--- src/rtl/puf_race_launcher.sv ---
// Arbiter-PUF race launcher: expands a seed through an LFSR, runs one race per response bit and
// packs the winner bits. Optional macro PUF_MAJORITY_VOTE_EN: three races per bit, majority kept.
module puf_race_launcher #(
  parameter int unsigned       CHAL_W      = 64,
  parameter int unsigned       NUM_RESP    = 32,
  parameter logic [CHAL_W-1:0] TAPS        = 64'hD800_0000_0000_0000,
  parameter int unsigned       SETTLE_CYC  = 4,
  parameter int unsigned       TIMEOUT_CYC = 255,
  parameter int unsigned       RESET_CYC   = 2
) (
  input  logic                i_clk,
  input  logic                i_reset,
  input  logic                i_start,
  input  logic [CHAL_W-1:0]   i_seed,
  output logic                o_busy,
  output logic [CHAL_W-1:0]   o_challenge,
  output logic                o_launch,
  output logic                o_arb_reset,
  input  logic                i_arb_done,
  input  logic                i_arb_out,
  output logic [NUM_RESP-1:0] o_resp,
  output logic                o_resp_valid,
  output logic                o_timeout_err
);

`ifdef PUF_MAJORITY_VOTE_EN
  localparam int unsigned RACES = 3;
`else
  localparam int unsigned RACES = 1;
`endif
  localparam int unsigned THRESH  = RACES / 2 + 1;
  localparam int unsigned IDX_W   = (NUM_RESP > 1) ? $clog2(NUM_RESP) : 1;
  localparam int unsigned MAX_SR  = (SETTLE_CYC > RESET_CYC) ? SETTLE_CYC : RESET_CYC;
  localparam int unsigned CNT_MAX = (TIMEOUT_CYC > MAX_SR) ? TIMEOUT_CYC : MAX_SR;
  localparam int unsigned CNT_W   = $clog2(CNT_MAX + 1);

  typedef enum logic [2:0] {
    StIdle,
    StSettle,
    StFire,
    StCapture,
    StRecover,
    StDone
  } state_t;

  state_t              r_state;
  logic                r_done_meta, r_done_s;
  logic                r_out_meta, r_out_s;
  logic [CNT_W-1:0]    r_cnt;
  logic [IDX_W-1:0]    r_idx;
  logic [1:0]          r_race;
  logic [1:0]          r_votes;
  logic [CHAL_W-1:0]   r_lfsr;
  logic                r_busy;
  logic                r_launch;
  logic                r_arb_reset;
  logic [NUM_RESP-1:0] r_resp;
  logic                r_resp_valid;
  logic                r_tout;

  logic [CHAL_W-1:0]   w_lfsr_next;
  logic [CHAL_W-1:0]   w_seed;
  logic [CNT_W-1:0]    w_cnt_inc;
  logic                w_last_race;
  logic                w_last_idx;
  logic                w_vote_cap;
  logic                w_vote_to;
  logic                w_settle_done;
  logic                w_fire_to;
  logic                w_recover_ok;

  assign w_lfsr_next   = {r_lfsr[CHAL_W-2:0], ^(r_lfsr & TAPS)};
  // An all-zero LFSR would lock up, so a zero seed becomes 1.
  assign w_seed        = (i_seed == '0) ? {{(CHAL_W-1){1'b0}}, 1'b1} : i_seed;
  assign w_cnt_inc     = (r_cnt == {CNT_W{1'b1}}) ? r_cnt : r_cnt + 1'b1;
  assign w_last_race   = (r_race == 2'(RACES - 1));
  assign w_last_idx    = (r_idx == IDX_W'(NUM_RESP - 1));
  assign w_vote_cap    = ({1'b0, r_votes} + {2'b00, r_out_s}) >= 3'(THRESH);
  assign w_vote_to     = {1'b0, r_votes} >= 3'(THRESH);
  assign w_settle_done = (r_cnt == CNT_W'(SETTLE_CYC - 1));
  assign w_fire_to     = (r_cnt == CNT_W'(TIMEOUT_CYC - 1));
  assign w_recover_ok  = (r_cnt >= CNT_W'(RESET_CYC - 1)) && !r_done_s;

  // Arbiter outputs are asynchronous to i_clk.
  always_ff @(posedge i_clk) begin
    if (i_reset) begin
      r_done_meta <= 1'b0;
      r_done_s    <= 1'b0;
      r_out_meta  <= 1'b0;
      r_out_s     <= 1'b0;
    end else begin
      r_done_meta <= i_arb_done;
      r_done_s    <= r_done_meta;
      r_out_meta  <= i_arb_out;
      r_out_s     <= r_out_meta;
    end
  end

  always_ff @(posedge i_clk) begin
    if (i_reset) begin
      r_state      <= StIdle;
      r_cnt        <= '0;
      r_idx        <= '0;
      r_race       <= '0;
      r_votes      <= '0;
      r_lfsr       <= '0;
      r_busy       <= 1'b0;
      r_launch     <= 1'b0;
      r_arb_reset  <= 1'b1;
      r_resp       <= '0;
      r_resp_valid <= 1'b0;
      r_tout       <= 1'b0;
    end else begin
      r_resp_valid <= 1'b0;
      r_cnt        <= w_cnt_inc;
      unique case (r_state)
        StIdle: begin
          if (i_start) begin
            r_lfsr      <= w_seed;
            r_idx       <= '0;
            r_race      <= '0;
            r_votes     <= '0;
            r_resp      <= '0;
            r_tout      <= 1'b0;
            r_busy      <= 1'b1;
            r_arb_reset <= 1'b0;
            r_cnt       <= '0;
            r_state     <= StSettle;
          end
        end
        StSettle: begin
          if (w_settle_done) begin
            r_launch <= 1'b1;
            r_cnt    <= '0;
            r_state  <= StFire;
          end
        end
        StFire: begin
          if (r_done_s) begin
            r_state <= StCapture;
          end else if (w_fire_to) begin
            // A timed-out race contributes a 0 vote.
            if (w_last_race) r_resp[r_idx] <= w_vote_to;
            r_tout      <= 1'b1;
            r_launch    <= 1'b0;
            r_arb_reset <= 1'b1;
            r_cnt       <= '0;
            r_state     <= StRecover;
          end
        end
        StCapture: begin
          if (w_last_race) r_resp[r_idx] <= w_vote_cap;
          else             r_votes <= r_votes + {1'b0, r_out_s};
          r_launch    <= 1'b0;
          r_arb_reset <= 1'b1;
          r_cnt       <= '0;
          r_state     <= StRecover;
        end
        StRecover: begin
          if (w_recover_ok) begin
            if (!w_last_race) begin
              r_race      <= r_race + 2'd1;
              r_arb_reset <= 1'b0;
              r_cnt       <= '0;
              r_state     <= StSettle;
            end else if (w_last_idx) begin
              r_resp_valid <= 1'b1;
              r_state      <= StDone;
            end else begin
              r_idx       <= r_idx + 1'b1;
              r_race      <= '0;
              r_votes     <= '0;
              r_lfsr      <= w_lfsr_next;
              r_arb_reset <= 1'b0;
              r_cnt       <= '0;
              r_state     <= StSettle;
            end
          end
        end
        StDone: begin
          r_busy  <= 1'b0;
          r_state <= StIdle;
        end
        default: r_state <= StIdle;
      endcase
    end
  end

  assign o_busy        = r_busy;
  assign o_challenge   = r_lfsr;
  assign o_launch      = r_launch;
  assign o_arb_reset   = r_arb_reset;
  assign o_resp        = r_resp;
  assign o_resp_valid  = r_resp_valid;
  assign o_timeout_err = r_tout;

endmodule
--- config.mk ---
export PLATFORM = sky130hd
export DESIGN_NAME = puf_race_launcher
export DESIGN_NICKNAME = d
export VERILOG_FILES = /design/src/rtl/puf_race_launcher.sv
export SDC_FILE = /design/constraint.sdc
export NUM_CORES = 1
export LEC_CHECK = 0
export ABC_AREA = 1
export CORE_MARGIN = 10
export CORE_UTILIZATION = 46
export DETAILED_ROUTE_END_ITERATION = 6
export PLACE_DENSITY = 0.77
export SLEW_MARGIN = 20
export SYNTH_ARGS = -nofsm -noshare
export SYNTH_HDL_FRONTEND = slang
export SYNTH_SLANG_ARGS = --single-unit
--- constraint.sdc ---
create_clock -name i_clk -period 2.2 [get_ports i_clk]
set_input_delay 0.55 -clock i_clk [delete_from_list [all_inputs] [get_ports i_clk]]
set_output_delay 0.55 -clock i_clk [all_outputs]
set_load 0.03 [all_outputs]
==> results.sh <==
export IMPL_drv_slew=0
export IMPL_syn_cell_area_um2=7320
export IMPL_syn_area_per_cell_um2=6.15
export IMPL_die_w_um=146
export IMPL_fin_skew_ps=10.0
export IMPL_cts_resized=0
export IMPL_grt_first_pass_wirelength_um=35900
export IMPL_leakage_nw=4.01
export IMPL_synth_ff_type="dfxtp_1"
export IMPL_power_density_nw_per_um2=1350
export IMPL_reg2reg_depth=12
export IMPL_num_io_pins=170
export IMPL_area_delta_synth_final_pct=35.7
export IMPL_cts_setup_buffers=0
export IMPL_setup_tns_final_ps=0
export IMPL_insertion_delay_ps=420
export IMPL_final_common_cell="nand2_1"
export IMPL_drive_gt1_frac=0.0642
export IMPL_track_usage=0.199
export IMPL_hp_class="flip-flop to flip-flop"
export IMPL_min_path_cells=2
export IMPL_worst_slew_pin_slew_ps=507
export IMPL_arrival_ps=1570
export IMPL_hold_buffers=0
export IMPL_start_kind="flip-flop"
export IMPL_drc=0
export IMPL_ys_warnings_count=0
export IMPL_grt_overflow_total=0
export IMPL_fin_crit_sh=0.965
export IMPL_maxCapViolations=0
export IMPL_syn_nets=1272
export IMPL_slowest_delay_ps=770
export IMPL_port_buffers=169
export IMPL_critPathCaptureType="primary output"
export IMPL_cts_tree="done"
export IMPL_cts_root_buf="clkbuf_16"
export IMPL_grt_pass1_vias=7292
export IMPL_outcome="finished clean"
export IMPL_final_setup_viol_count=0
export IMPL_synth_distinct_cells=37
export IMPL_maxSlewHeadroom=0.662
export IMPL_drt_pass1_iter_count=5
export IMPL_path_class="flip-flop to primary output"
export IMPL_path_cells="clkdlybuf4s50_1"
export IMPL_grt_setup_unrepaired="false"
export IMPL_fin_nets=1427
export IMPL_ys_seq_area_frac=0.342
export IMPL_critPathSlowestCell="clkdlybuf4s50_1"
export IMPL_dieArea_um2=21400
export IMPL_place_gp_congestion=0.863
export IMPL_first_iter_violations=548
export IMPL_initial_utilization=0.466
export IMPL_timing_fmax_ghz=0.471
export IMPL_clock_sinks=125
export IMPL_path_depth=1
export IMPL_synthArstFlopShare=0
export IMPL_htreeDepth=4
export IMPL_num_rows=46
export IMPL_vias_per_cell=5.03
export IMPL_wl_um=22000
export IMPL_post_route_min_period_ps=2120
export IMPL_core_um2=15700
export IMPL_cp_required_ps=1650
export IMPL_die_h_um=146
export IMPL_crit_path_max_fanout=3
export IMPL_cts_buffer_depth=2
export IMPL_vias=7909
export IMPL_synth_edff_count=0
export IMPL_cts_buffers=17
export IMPL_critPathTopFamily="buffers and inverters"
export IMPL_wl_per_cell_um=14.0
export IMPL_hold_violations=0
export IMPL_dp_hpwl_um=15500
export IMPL_diodes=0
export IMPL_grt_max_degree=129
export IMPL_drtAntennaViolNets=0
export IMPL_synthCells=1189
export IMPL_ys_ff_latch=125
export IMPL_antenna_found_initial=0
export IMPL_path_buf_inv=1
export IMPL_final_util=0.632
export IMPL_mostFrequentLayoutCells="nand2_1 (421), clkdlybuf4s50_1 (168), dfxtp_1 (124)"
export IMPL_vdd_drop_max_mv=0.719
export IMPL_cts_clk_slew_worst_paths_ps=50
-- final timing paths --
check                   from               to  slack, ps
max          o_challenge[63]  o_challenge[63]         80
min              r_done_meta         r_done_s        410
max reg2reg         r_idx[1]  o_challenge[51]        190
min reg2reg      r_done_meta         r_done_s        410
-- registers in the layout (all words and copies together), names as in the netlist, 2 cells and up --
signal / flops
o_challenge: 64
r_state: 3
o_resp: 32
r_votes: 2
r_cnt: 8
r_idx: 5
r_race: 2
-- tightest hold or removal path, stage by stage, from the launching register on --
cell and delay [ps]:
dfxtp_1 290, inv_1 40, nor2_1 30
-- power by group --
| group | switching [W] | internal, W | total (W) |
|---|---|---|---|
| combinational | 0.00456 | 0.00260 | 0.00716 |
| clock | 0.000993 | 0.00191 | 0.00290 |
| sequential | 0.000502 | 0.00284 | 0.00334 |
| total | 0.00605 | 0.00735 | 0.0134 |
-- stage by stage --
stage | cells | cell area [um2] | hold WS (ps) | total power (W) | setup slack [ps]
5_1_grt | 1572 | 9930 | 444 | 0.0143 | 20.1
3_5_place_dp | 1540 | 9270 | 407 | 0.0103 | 95.0
6_report | 1572 | 9930 | 411 | 0.0134 | 77.9
3_3_place_gp | 1540 | 9270 | 403 | 0.0102 | 170
2_1_floorplan | 1189 | 7320 | 388 | 0.00785 | 74.0
4_1_cts | 1571 | 9870 | 417 | 0.0133 | 67.3
-- Yosys cell counts (2+ instances only) --
cell      instances  share of area
buf_4             3         0.0031
ha_1             14          0.024
buf_2            19          0.013
o21bai_1         20          0.021
nand2_2           5         0.0043
a21oi_1         108          0.074
xnor2_1           2         0.0024
nand2_1         421           0.22
inv_4             2         0.0017
clkbuf_1         29          0.015
buf_1             3         0.0015
nand3_1          64          0.044
nor2_1          111          0.057
o21ai_1           3         0.0021
o211ai_1          8         0.0082
buf_6             6         0.0092
dfxtp_1         125           0.34
nand4_1           7         0.0060
nor2_4            5         0.0077
nand3b_1          2         0.0021
inv_1           116          0.060
xor2_1            2         0.0024
inv_2             8         0.0041
or2_2             5         0.0043
o21ai_0          89          0.061
-- per-layer routing --
layer / track usage / up-vias / share of wire
li1: - / 4067 / -
met1: 0.229 / 3569 / 0.42
met2: 0.322 / 233 / 0.47
met3: 0.0875 / 40 / 0.096
met4: 0.0666 / 0 / 0.018
met5: 0 / - / 0
-- logic make-up (layout without fill, tap and decap cells) --
kind of cell / after synthesis / count (layout) / share of synthesized area
AO/OA/AOI/OAI: 232 / 232 / 0.170
XOR/XNOR: 4 / 4 / 0.00479
adder cells (fa/ha/maj): 14 / 14 / 0.0239
buffers and inverters: 186 / 353 / 0.107
flip-flops: 125 / 125 / 0.342
multiplexers: 1 / 1 / 0.00137
AND/OR/NAND/NOR: 627 / 627 / 0.350
-- final cells by class --
class                      instances  area [um2]
clock buffer                      23         458
clock inverter                     8         140
fill                            1439        5790
inverter                         126         488
multi-input combinational        878        4050
sequential                       125        2500
tap                              216         270
timing repair buffer             196        2020
(Power assumes the default switching activity.)
